**src/rtl/armleosoc_clint_access_arbiter_if.sv**
```systemverilog
// Requester-side and downstream register-port signals of the CLINT access arbiter.
// The arbiter connects through the slave modport; requesters and the peripheral use master.
interface armleosoc_clint_access_arbiter_if #(
  parameter int REQ_COUNT = 4
);
  logic [REQ_COUNT-1:0]    req_valid;
  logic [REQ_COUNT-1:0]    req_ready;
  logic [REQ_COUNT-1:0]    req_write;
  logic [REQ_COUNT*16-1:0] req_address;
  logic [REQ_COUNT*32-1:0] req_wdata;
  logic [REQ_COUNT*4-1:0]  req_wbe;
  logic [REQ_COUNT-1:0]    resp_valid;
  logic [REQ_COUNT-1:0]    resp_ready;
  logic [31:0]             resp_rdata;
  logic                    resp_error;
  logic [15:0]             address;
  logic                    write;
  logic                    read;
  logic [31:0]             write_data;
  logic [3:0]              write_byteenable;
  logic [31:0]             read_data;
  logic                    address_error;

  modport slave (
    input  req_valid, req_write, req_address, req_wdata, req_wbe, resp_ready,
           read_data, address_error,
    output req_ready, resp_valid, resp_rdata, resp_error, address, write, read,
           write_data, write_byteenable
  );

  modport master (
    output req_valid, req_write, req_address, req_wdata, req_wbe, resp_ready,
           read_data, address_error,
    input  req_ready, resp_valid, resp_rdata, resp_error, address, write, read,
           write_data, write_byteenable
  );
endinterface

```
**src/rtl/armleosoc_clint_access_arbiter.sv**
```systemverilog
// Round-robin arbiter sharing one CLINT register port among REQ_COUNT requesters,
// one single-beat read or write at a time.
//
// state    | meaning
// S_IDLE   | scan requesters from rr_ptr, accept the first valid one
// S_ACCESS | one-cycle downstream access from the latched request
// S_RESP   | hold response to the granted requester until resp_ready
module armleosoc_clint_access_arbiter #(
  parameter int REQ_COUNT = 4
) (
  input  logic                           clk,
  input  logic                           rst_n,
  armleosoc_clint_access_arbiter_if.slave bus
);
  localparam int ADDR_WIDTH = 16;
  localparam int DATA_WIDTH = 32;
  localparam int STRB_WIDTH = 4;
  localparam int PTR_W      = (REQ_COUNT > 1) ? $clog2(REQ_COUNT) : 1;

  typedef enum logic [1:0] {
    S_IDLE   = 2'd0,
    S_ACCESS = 2'd1,
    S_RESP   = 2'd2
  } state_t;

  state_t                  state_q, state_d;
  logic [PTR_W-1:0]        rr_ptr_q, rr_ptr_d;
  logic [PTR_W-1:0]        grant_q;
  logic [PTR_W-1:0]        grant_idx;
  logic [PTR_W-1:0]        scan_idx;
  logic                    grant_found;
  logic                    write_q;
  logic [ADDR_WIDTH-1:0]   addr_q;
  logic [DATA_WIDTH-1:0]   wdata_q;
  logic [STRB_WIDTH-1:0]   wbe_q;
  logic [DATA_WIDTH-1:0]   rdata_q;
  logic                    err_q;
  logic                    misaligned;

  assign misaligned = (addr_q[1:0] != 2'b00);

  // Scan from the highest offset down so the lowest offset from rr_ptr wins.
  always_comb begin
    grant_found = 1'b0;
    grant_idx   = '0;
    scan_idx    = '0;
    for (int i = REQ_COUNT - 1; i >= 0; i--) begin
      scan_idx = PTR_W'((int'(rr_ptr_q) + i) % REQ_COUNT);
      if (bus.req_valid[scan_idx]) begin
        grant_found = 1'b1;
        grant_idx   = scan_idx;
      end
    end
  end

  always_ff @(posedge clk or negedge rst_n) begin
    if (!rst_n) begin
      state_q  <= S_IDLE;
      rr_ptr_q <= '0;
    end else begin
      state_q  <= state_d;
      rr_ptr_q <= rr_ptr_d;
    end
  end

  always_comb begin
    state_d  = state_q;
    rr_ptr_d = rr_ptr_q;
    case (state_q)
      S_IDLE: begin
        if (grant_found) begin
          state_d  = S_ACCESS;
          rr_ptr_d = (grant_idx == PTR_W'(REQ_COUNT - 1)) ? '0 : grant_idx + PTR_W'(1);
        end
      end
      S_ACCESS: state_d = S_RESP;
      S_RESP: begin
        if (bus.resp_ready[grant_q]) state_d = S_IDLE;
      end
      default: state_d = S_IDLE;
    endcase
  end

  always_comb begin
    bus.req_ready  = '0;
    bus.resp_valid = '0;
    bus.write      = 1'b0;
    bus.read       = 1'b0;
    case (state_q)
      S_IDLE: begin
        if (grant_found) bus.req_ready[grant_idx] = 1'b1;
      end
      S_ACCESS: begin
        if (!misaligned) begin
          bus.write = write_q;
          bus.read  = !write_q;
        end
      end
      S_RESP: bus.resp_valid[grant_q] = 1'b1;
      default: ;
    endcase
  end

  always_ff @(posedge clk or negedge rst_n) begin
    if (!rst_n) begin
      grant_q <= '0;
      write_q <= 1'b0;
      addr_q  <= '0;
      wdata_q <= '0;
      wbe_q   <= '0;
      rdata_q <= '0;
      err_q   <= 1'b0;
    end else begin
      if (state_q == S_IDLE && grant_found) begin
        grant_q <= grant_idx;
        write_q <= bus.req_write[grant_idx];
        addr_q  <= bus.req_address[int'(grant_idx)*ADDR_WIDTH +: ADDR_WIDTH];
        wdata_q <= bus.req_wdata[int'(grant_idx)*DATA_WIDTH +: DATA_WIDTH];
        wbe_q   <= bus.req_wbe[int'(grant_idx)*STRB_WIDTH +: STRB_WIDTH];
      end
      // Misaligned accesses never reach the peripheral, so its error input is ignored.
      if (state_q == S_ACCESS) begin
        if (misaligned) begin
          err_q   <= 1'b1;
          rdata_q <= '0;
        end else begin
          err_q   <= bus.address_error;
          rdata_q <= (!write_q && !bus.address_error) ? bus.read_data : '0;
        end
      end
    end
  end

  assign bus.address          = addr_q;
  assign bus.write_data       = wdata_q;
  assign bus.write_byteenable = wbe_q;
  assign bus.resp_rdata       = rdata_q;
  assign bus.resp_error       = err_q;
endmodule

```
**src/flat_wrapper.sv**
```systemverilog
// flat-port wrapper written by rule: the top's interface ports become plain ports
module armleosoc_clint_access_arbiter_flat 
#(
  parameter int REQ_COUNT = 4
)
  (clk, rst_n, bus_req_valid, bus_req_write, bus_req_address, bus_req_wdata, bus_req_wbe, bus_resp_ready, bus_read_data, bus_address_error, bus_req_ready, bus_resp_valid, bus_resp_rdata, bus_resp_error, bus_address, bus_write, bus_read, bus_write_data, bus_write_byteenable);
  armleosoc_clint_access_arbiter_if #(.REQ_COUNT(REQ_COUNT)) bus_i ();
  input  logic clk;
  input  logic rst_n;
  input wire logic [$bits(bus_i.req_valid)-1:0] bus_req_valid;
  input wire logic [$bits(bus_i.req_write)-1:0] bus_req_write;
  input wire logic [$bits(bus_i.req_address)-1:0] bus_req_address;
  input wire logic [$bits(bus_i.req_wdata)-1:0] bus_req_wdata;
  input wire logic [$bits(bus_i.req_wbe)-1:0] bus_req_wbe;
  input wire logic [$bits(bus_i.resp_ready)-1:0] bus_resp_ready;
  input wire logic [$bits(bus_i.read_data)-1:0] bus_read_data;
  input wire logic [$bits(bus_i.address_error)-1:0] bus_address_error;
  output wire logic [$bits(bus_i.req_ready)-1:0] bus_req_ready;
  output wire logic [$bits(bus_i.resp_valid)-1:0] bus_resp_valid;
  output wire logic [$bits(bus_i.resp_rdata)-1:0] bus_resp_rdata;
  output wire logic [$bits(bus_i.resp_error)-1:0] bus_resp_error;
  output wire logic [$bits(bus_i.address)-1:0] bus_address;
  output wire logic [$bits(bus_i.write)-1:0] bus_write;
  output wire logic [$bits(bus_i.read)-1:0] bus_read;
  output wire logic [$bits(bus_i.write_data)-1:0] bus_write_data;
  output wire logic [$bits(bus_i.write_byteenable)-1:0] bus_write_byteenable;
  assign bus_i.req_valid = bus_req_valid;
  assign bus_i.req_write = bus_req_write;
  assign bus_i.req_address = bus_req_address;
  assign bus_i.req_wdata = bus_req_wdata;
  assign bus_i.req_wbe = bus_req_wbe;
  assign bus_i.resp_ready = bus_resp_ready;
  assign bus_i.read_data = bus_read_data;
  assign bus_i.address_error = bus_address_error;
  assign bus_req_ready = bus_i.req_ready;
  assign bus_resp_valid = bus_i.resp_valid;
  assign bus_resp_rdata = bus_i.resp_rdata;
  assign bus_resp_error = bus_i.resp_error;
  assign bus_address = bus_i.address;
  assign bus_write = bus_i.write;
  assign bus_read = bus_i.read;
  assign bus_write_data = bus_i.write_data;
  assign bus_write_byteenable = bus_i.write_byteenable;
  armleosoc_clint_access_arbiter #(.REQ_COUNT(REQ_COUNT)) u_core (.clk(clk), .rst_n(rst_n), .bus(bus_i));
endmodule
```
**config.mk**
```make
export PLATFORM = sky130hd
export DESIGN_NAME = armleosoc_clint_access_arbiter_flat
export DESIGN_NICKNAME = d
export VERILOG_FILES = /design/src/rtl/armleosoc_clint_access_arbiter_if.sv /design/src/rtl/armleosoc_clint_access_arbiter.sv /design/src/flat_wrapper.sv
export SDC_FILE = /design/constraint.sdc
export NUM_CORES = 1
export LEC_CHECK = 0
export BUFFER_PORTS_ARGS = -buffer_cell sky130_fd_sc_hd__buf_2
export CAP_MARGIN = 30
export CORE_MARGIN = 4
export CORE_UTILIZATION = 29
export DETAILED_ROUTE_END_ITERATION = 8
export GPL_TIMING_DRIVEN = 0
export MAX_ROUTING_LAYER = met4
export PLACE_DENSITY_LB_ADDON = 0.2
export SLEW_MARGIN = 20
export SYNTH_ARGS = -nofsm -noshare
export SYNTH_HDL_FRONTEND = slang
export SYNTH_SLANG_ARGS = --single-unit
```
**constraint.sdc**
```tcl
create_clock -name clk -period 2.05 [get_ports clk]
set_input_delay 0.1025 -clock clk [delete_from_list [all_inputs] [get_ports clk]]
set_output_delay 0.1025 -clock clk [all_outputs]
set_load 0.01 [all_outputs]
```
### After elaboration in Yosys (flattened, before gate mapping)

Index checks and enable logic that the tools add are counted.
Widths: inputs -> output; s select.

* output and inout bits: 95
* flip-flop bits (word level): 92
* word-level logic and storage cells: 77

* reduce and logical (&&, ||, !) cells: 10
* shift-type cells: 3
* $add $sub $neg: 4
* $lt $le $gt $ge: 8
* mux-type cells: 38
* equal/unequal tests: 5

Operator list (count)
* $shiftx 128x8->32: 1
* $mux 32: 2
* $shiftx 64x7->16: 1
* $lt 2x3->1 const B: 6
* $mux 1: 17
* $shiftx 16x5->4: 1
* $mux 2: 7
* $bmux 1 s2: 6
* $mux 4: 3
* $pmux 2 s3: 1
* $add 2x1->2 const B: 2
* $add 2x2->2 const B: 2
* $demux 1 s2: 2
* $eq 2x2->1 const B: 2
* $ge 2x1->1 const B: 2
* $logic_and 1x1->1: 4
* $ne 2x1->1 const B: 2
* $reduce_and 2->1: 2
* $eq 2x1->1 const B: 1
* $logic_not 1->1: 2
* $logic_not 2->1: 1
* $reduce_bool 2->1: 1

### Longest topological paths before layout

Gate-level depths: netlist of run 1.

* depth in word-level cells: 13
* depth in mapped cells: 8

### Worst setup path after synthesis of run 1

Ideal clock, no wire load.

* kind: register -> register
* from: register u_core.rr_ptr_q[1]
* to: register u_core.rr_ptr_q[0]
* setup slack: 0.238 ns
* required time: 1.958 ns
* cell stages (with the launch flop): 8
* data arrival time: 1.721 ns
* path through: dfrtp_1 mux2_4 o221ai_2 buf_12 buf_8 inv_2 ha_1 o31ai_2

* word-level cells in the longest chain between the ends: 9
* elaborated cells on any way between the ends: 23
* classes of those cells: add/sub: 4; eq/ne: 1; mux: 17; reduce/logical: 1

Ends and longest elaborated chain
* start: declaration: line armleosoc_clint_access_arbiter.sv:27 `logic [PTR_W-1:0] rr_ptr_q, rr_ptr_d;`
* start signal: assignment: line armleosoc_clint_access_arbiter.sv:62 `rr_ptr_q <= rr_ptr_d;`
* $add 2x2->2: line armleosoc_clint_access_arbiter.sv:48 `scan_idx = PTR_W'((int'(rr_ptr_q) + i) % REQ_COUNT);`
* $bmux 1 s2: line armleosoc_clint_access_arbiter.sv:49 `if (bus.req_valid[scan_idx]) begin`
* $mux 1 (implied by the code): line armleosoc_clint_access_arbiter.sv:49
* $mux 2 (4 in a row): line armleosoc_clint_access_arbiter.sv:49
* $add 2x1->2 or $eq 2x2->1 (tied branches): line armleosoc_clint_access_arbiter.sv:73 `rr_ptr_d = (grant_idx == PTR_W'(REQ_COUNT - 1)) ? '0 : grant_idx + PTR_W'(1);`
* $mux 2: line armleosoc_clint_access_arbiter.sv:73

Several ways; a longest one is shown, not always the timed one. The select of a mux whose other input is x is not followed.
A chain may end at the register's enable or synchronous reset.

### Worst setup path in the final report of run 1

* from: register u_core.rr_ptr_q[1]
* to: output bus_req_ready[3]

* word-level cells in the longest chain between the ends: 13
* elaborated cells on any way between the ends: 26
* classes of those cells: add/sub: 3; order compare: 2; mux: 20; reduce/logical: 1

Ends and longest elaborated chain
* $add 2x2->2: line armleosoc_clint_access_arbiter.sv:48
* $bmux 1 s2: line armleosoc_clint_access_arbiter.sv:49
* $mux 1 (implied by the code): line armleosoc_clint_access_arbiter.sv:49
* $mux 2 (4 in a row): line armleosoc_clint_access_arbiter.sv:49
* $lt 2x3->1 (implied by the code) or $ge 2x1->1 (tied branches): line armleosoc_clint_access_arbiter.sv:91 `if (grant_found) bus.req_ready[grant_idx] = 1'b1;`
* $logic_and 1x1->1 (implied by the code): line armleosoc_clint_access_arbiter.sv:91
* $mux 1 (implied by the code): line armleosoc_clint_access_arbiter.sv:91
* $demux 1 s2
* $mux 4 *: line armleosoc_clint_access_arbiter.sv:91
* $mux 4 *: line armleosoc_clint_access_arbiter.sv:89 `case (state_q)`
* end: declaration: line flat_wrapper.sv:18 `output wire logic [$bits(bus_i.req_ready)-1:0] bus_req_ready;`

Mark *: on every way between the ends. The rest lies on a longest branch, timed or not. The select of a mux whose other input is x is not followed.

==> flow_summary.toml, run 1 <==
[run_status]
status = "complete, but fails checks"
violations = "negative setup slack"

[clocking]
cts_root_buf = "clkbuf_16"
cts_buffers = 9
insertion_delay_ps = 350
cts_max_level = 3
clockBufferDepth = 2
clkSlewWorstSetupHoldPaths_ps = 60
cts_tree = "yes"
clock-sinks = 92

[detailed_routing]
ant_nets = 0
drt_iter0_markers = 196
via_count = 5105
avgRoutedWirePerCell_um = 18.0
routed_wl_um = 18900
drc = 0
vias_per_cell = 4.87
dr.pass1.iters = 4

[logic_synthesis]
synth_area_um2 = 5000
ys_async_sr_fraction_pct = 100
synthDistinctLibCells = 41
synthCells = 420
yosys.cell_count.top_type = "mux2i_1"
yosys.area.top_type_share_pct = 46.1
ys_seq_area_share_pct = 46.1
synth_fp_nets = 676
synth_ff_type = "dfrtp_1"
yosysTopAreaCell = "dfrtp_1"
synth_area_per_cell_um2 = 11.9
synth.top_cells.by_count = "mux2i_1 (106), dfrtp_1 (92), nand2_1 (61), o221ai_1 (53), a22o_1 (32)"
yosysWarnings = 0
synth-edff-count = 0
synthTopCellsByArea = "dfrtp_1 (46%), mux2i_1 (21%), o221ai_1 (9.3%)"
synth-seq-cells = 92

[place]
port_buffers = 349
dp.cells = 990
dp_hpwl_um = 14900
placed_area_um2 = 7050
gp_congestion = 0.908

[global_route]
grt.total_usage_pct = 19.7
grt_overflow = 0
grt_pass1_vias = 5716
grt_start_max_net_pins = 48
grt_first_pass_wirelength_um = 29900
antenna_found_initial = 1

[timing]
max_freq_mhz = 474
tightest_slew_ps = 494
rsz0062_at_grt = "yes"
setup_viol = 3
drv_slew = 0
fin_ws_ps = -60.6
fin_crit_sh_pct = 103
period_minus_slack_ps = 2110
max-slew-margin-rel_pct = 67.1
hold_viol_final = 0
skew_ps = 8.14
hold-worst-slack_ps = 65.7

[floorplan]
die_height_um = 139
core_um2 = 16800
initial_core_util_pct = 29.8
design.die.area_um2 = 19400
pin_count = 350
fp-row-count = 47
dieWidth_um = 139

[setup_path]
required_ps = 1950
rr_worst_depth = 7
crit_arrival_ps = 2010
start_kind = "flop"
criticalPathCategory = "flop to primary output"
endpoint_kind = "primary output"
crit_path_max_fanout = 5

[power]
power_density_nw_per_um2 = 1340
leakage_nw = 4.34
vdd_drop_max_v = 0.000691

[job]
maxCapViolations = 0

[final_layout]
final_cells = 1048
num-nets-final = 1078
n_fill_cell = 1600
fin_area_um2 = 7890
syn_to_final_growth_pct = 57.9
drive_gt1_share_pct = 51.4

[min_path]
hold_depth = 2
hold_path.class = "input port to flop"
## flip-flops by register name (all words and copies together), names as in the netlist
register	count
u_core.state_q	2
u_core.rr_ptr_q	2
u_core.bus.write_data	32
u_core.bus.address	16
u_core.bus.resp_rdata	32
u_core.write_q	1
u_core.bus.resp_error	1
u_core.bus.write_byteenable	4
u_core.grant_q	2
## worst max-delay path, cell delays in order (launching register included)
cell	delay (ps)
dfrtp_2	440
mux2_4	320
o221ai_4	210
buf_12	150
buf_12	100
inv_6	30
ha_4	150
and2_4	130
buf_6	120
## worst paths after layout
kind	startpoint	end	slack (ps)
hold reg to reg	u_core.bus.address[9]	u_core.bus.address[9]	480
setup / recovery	u_core.rr_ptr_q[1]	bus_req_ready[3]	-60
setup reg to reg	u_core.rr_ptr_q[1]	u_core.bus.write_byteenable[3]	-10
min in group asynchronous	rst_n	u_core.bus.resp_rdata[4]	240
hold / removal	bus_address_error	u_core.bus.resp_error	70
max in group asynchronous	rst_n	u_core.bus.address[5]	1220
## cells in the final DEF (no fill, tap or decap), types with 2 or more instances in the layout
master,netlist,layout
inv_6,0,3
buf_4,0,5
dfrtp_1,92,91
nor3_1,3,3
nand2_1,61,61
bufinv_16,0,2
and2_4,0,2
nand2b_1,2,2
mux2i_1,106,99
a22o_1,32,32
clkbuf_2,1,2
buf_6,1,6
clkinvlp_4,0,2
inv_1,4,4
clkinv_2,1,2
nor3b_1,2,2
buf_2,13,358
clkbuf_16,0,9
buf_12,10,11
dlygate4sd3_1,0,33
mux2i_2,0,6
o221ai_1,53,53
nor2b_1,2,2
nor2_1,2,2
clkbuf_1,10,9
## cells by family after synthesis
group / Yosys count / share of synthesized area [%]
mux: 108 / 22.0
compound gates: 94 / 16.6
flops: 92 / 46.1
simple gates: 82 / 7.59
buf+inv: 43 / 7.54
fa+ha+maj: 1 / 0.250
## final cells by class
class,count,area (um^2),share of cell area (%)
multi-input cells,285,2400,30.4
flip-flops and latches,92,2300,29.2
repair buffers,391,2200,27.9
plain buffers,37,362,4.58
well taps,220,275,3.49
clock buffers,9,225,2.85
clock inverters,7,97.6,1.24
inverters,6,28.8,0.365
diodes,1,2.50,0.0317
## metrics by stage
| stage | setup TNS [ps] | setup slack (ps) | utilization, % | total power (W) |
|---|---|---|---|---|
| 2_1_floorplan | 0 | 238 | - | 0.00647 |
| 3_5_place_dp | 0 | 9.02 | 42.1 | 0.00849 |
| 5_1_grt | -2140 | -142 | 47.1 | 0.0113 |
| 6_report | -117 | -60.6 | 47.1 | 0.0105 |
| 4_1_cts | -320 | -76.9 | 46.8 | 0.0106 |
| 3_3_place_gp | -1690 | -28.8 | 41.9 | 0.00835 |
## report_power, final
group / total, W / switching, W / internal, W
Clock: 0.00181 / 0.000733 / 0.00107
Sequential: 0.00312 / 0.000482 / 0.00264
Combinational: 0.00561 / 0.00297 / 0.00265
## metal layers
layer,wire length [um],vias up,GRT usage [%]
li1,-,2409,-
met1,7430,2451,22.3
met2,9730,214,34.2
met3,1270,31,5.32
met4,453,0,5.87
met5,0,-,-
## timing repair
action | CTS | global route
setup buffers | 7 | 1
resized for setup | 16 | 14
hold buffers | 33 | 0
pin swaps | 1 | 3
hold endpoints to repair | 77 | 0
setup endpoints to repair | 5 | 58
(Power assumes the default switching activity.)
==> run 2, diff against run 1 <==
==> constraint.sdc (replaced) <==
create_clock -name clk -period 1.8 [get_ports clk]
set_input_delay 0.09 -clock clk [delete_from_list [all_inputs] [get_ports clk]]
set_output_delay 0.09 -clock clk [all_outputs]
set_load 0.01 [all_outputs]
==> run 2 against run 1 <==
Clock power increased by 9%. Register-to-register slack got worse by 240 ps. Largest power group unchanged. Die area is the same. Non-clock buffer count increased by 6. Via count up 0.29%. The flow still finishes with violations (negative setup slack). Total power grew 18%.
==> flow_summary.toml, run 2 (synthesis gave the netlist of run 1 again) <==
[detailed_routing]
drc = 0
vias_per_cell = 4.86
dr.pass1.iters = 4
ant_nets = 0
via_count = 5120
routed_wl_um = 19600
drt_iter0_markers = 195
avgRoutedWirePerCell_um = 18.6

[final_layout]
syn_to_final_growth_pct = 64.0
final_common_cell = "buf_2"
layout_common_cells = "buf_2 (355), dfrtp_1 (91), mux2i_1 (80), nand2_1 (61), o221ai_1 (50)"
num-nets-final = 1084
num_antenna_cells = 0
final_cells = 1053
drive_gt1_share_pct = 54.7

[global_route]
grt_start_max_net_pins = 48
grt_overflow = 0
grt.total_usage_pct = 19.5
grt_first_pass_wirelength_um = 29300
antenna_found_initial = 0
grt_pass1_vias = 5568

[setup_path]
crit_top_cell = "buf_12"
rr_worst_depth = 8
worstPathCellList = "mux2_4 > o221ai_4 > buf_12 > buf_12 > inv_6 > ha_4 > and2_4 > buf_6"
reg2reg_slack_ps = -250
crit_path_max_fanout = 4
slowest_stage = "dfrtp_2"
slowest_delay_ps = 430
start_kind = "flop"
criticalPathCategory = "flop to primary output"
path_depth = 8
endpoint_kind = "primary output"
required_ps = 1710
cpLargestDelayFamily = "flip-flops"
path_buf_inv = 4
crit_arrival_ps = 1970

[clocking]
cts_max_level = 3
cts_root_buf = "clkbuf_16"
clockBufferDepth = 2
cts_buffers = 9
clkSlewWorstSetupHoldPaths_ps = 70
insertion_delay_ps = 350
cts_tree = "yes"
clock-sinks = 92

[floorplan]
core_um2 = 16800
die_height_um = 139
fp-row-count = 47
dieWidth_um = 139
initial_core_util_pct = 29.8
design.die.area_um2 = 19400
pin_count = 350

[run_status]
violations = "negative setup slack"
status = "complete, but fails checks"

[timing]
drv_slew = 0
period_minus_slack_ps = 2060
skew_ps = 7.85
fin_ws_ps = -264
rsz0062_at_grt = "yes"
fin_crit_sh_pct = 115
max_freq_mhz = 484
tightest_slew_ps = 538
setup_viol = 58
max-slew-margin-rel_pct = 64.1
hold_viol_final = 0

[power]
leakage_nw = 4.39
total_power_w = 0.0125
vdd_drop_max_v = 0.000718
power_density_nw_per_um2 = 1520

[min_path]
hold_depth = 2
hold_path.class = "input port to flop"

[place]
dp_slack_ps = -219
dp_hpwl_um = 14700
dp.cells = 990
port_buffers = 349
gp_congestion = 0.893

[job]
maxCapViolations = 0
run 2: changes by cell type in the layout (fill, tap and decap cells not counted), sizes merged:
cell / previous run / this run
buf: 382 / 384
clkbuf: 21 / 25
diode: 1 / 0
inv: 7 / 9
bufinv: 2 / 1
clkinvlp: 2 / 1
run 2: area by class of cell:
type | instances | area, um^2
plain buffers | 35 | 367
fillers | 1577 | 8570
clock inverters | 7 | 80.1
multi-input cells | 285 | 2540
well taps | 220 | 275
clock buffers | 9 | 225
flip-flops and latches | 92 | 2300
inverters | 6 | 28.8
repair buffers | 399 | 2380
run 2: worst reg2reg max path, cell delays in order, from the launching register on:
cell	delay (ps)
dfrtp_2	430
mux2_4	320
o221ai_4	200
buf_12	140
buf_4	130
buf_12	150
buf_12	140
mux2i_4	240
o221ai_1	160
run 2: path summary, 6_finish.rpt:
kind,startpoint,to
min in group asynchronous,rst_n,u_core.bus.address[15]
max in group asynchronous,rst_n,u_core.bus.write_data[12]
worst min-delay path,bus_address_error,u_core.bus.resp_error
worst max-delay path,u_core.rr_ptr_q[1],bus_req_ready[3]
worst min register to register,u_core.bus.address[12],u_core.bus.address[12]
worst max register to register,u_core.rr_ptr_q[1],u_core.bus.write_data[27]
run 2: layer usage:
layer	part of all wire (%)	up-vias	GRT usage [%]
met4	3.2	0	8.34
li1	-	2421	-
met1	39	2430	22.0
met2	52	231	33.6
met3	6.0	38	4.01
met5	0	-	-
run 2: stage by stage:
| stage | area (um^2) | utilization (%) | hold WS (ps) | TNS [ps] |
|---|---|---|---|---|
| 6_report | 8190 | 48.9 | 38.1 | -9690 |
| 5_1_grt | 8190 | 48.9 | 35.1 | -15340 |
| 4_1_cts | 7910 | 47.2 | 15.9 | -11140 |
| 3_5_place_dp | 7060 | 42.1 | 49.2 | -10780 |
| 3_3_place_gp | 7030 | 41.9 | 310 | -27670 |
| 2_1_floorplan | 5010 | - | -206 | 0 |
run 2: power by group:
part	leakage, nW	total [W]	switching, W	internal [W]
logic	3.06	0.00694	0.00353	0.00341
registers	1.17	0.00355	0.000548	0.00301
clock network	0.149	0.00197	0.000875	0.00110
run 2: timing repair:
item | in CTS | in global routing
setup endpoints to repair | 92 | 88
setup buffers | 8 | 2
hold buffers | 33 | 0
pin swaps | 3 | 15
endpoints found under the hold margin | 77 | 0
cloned | 0 | 6
gates resized for setup | 36 | 28
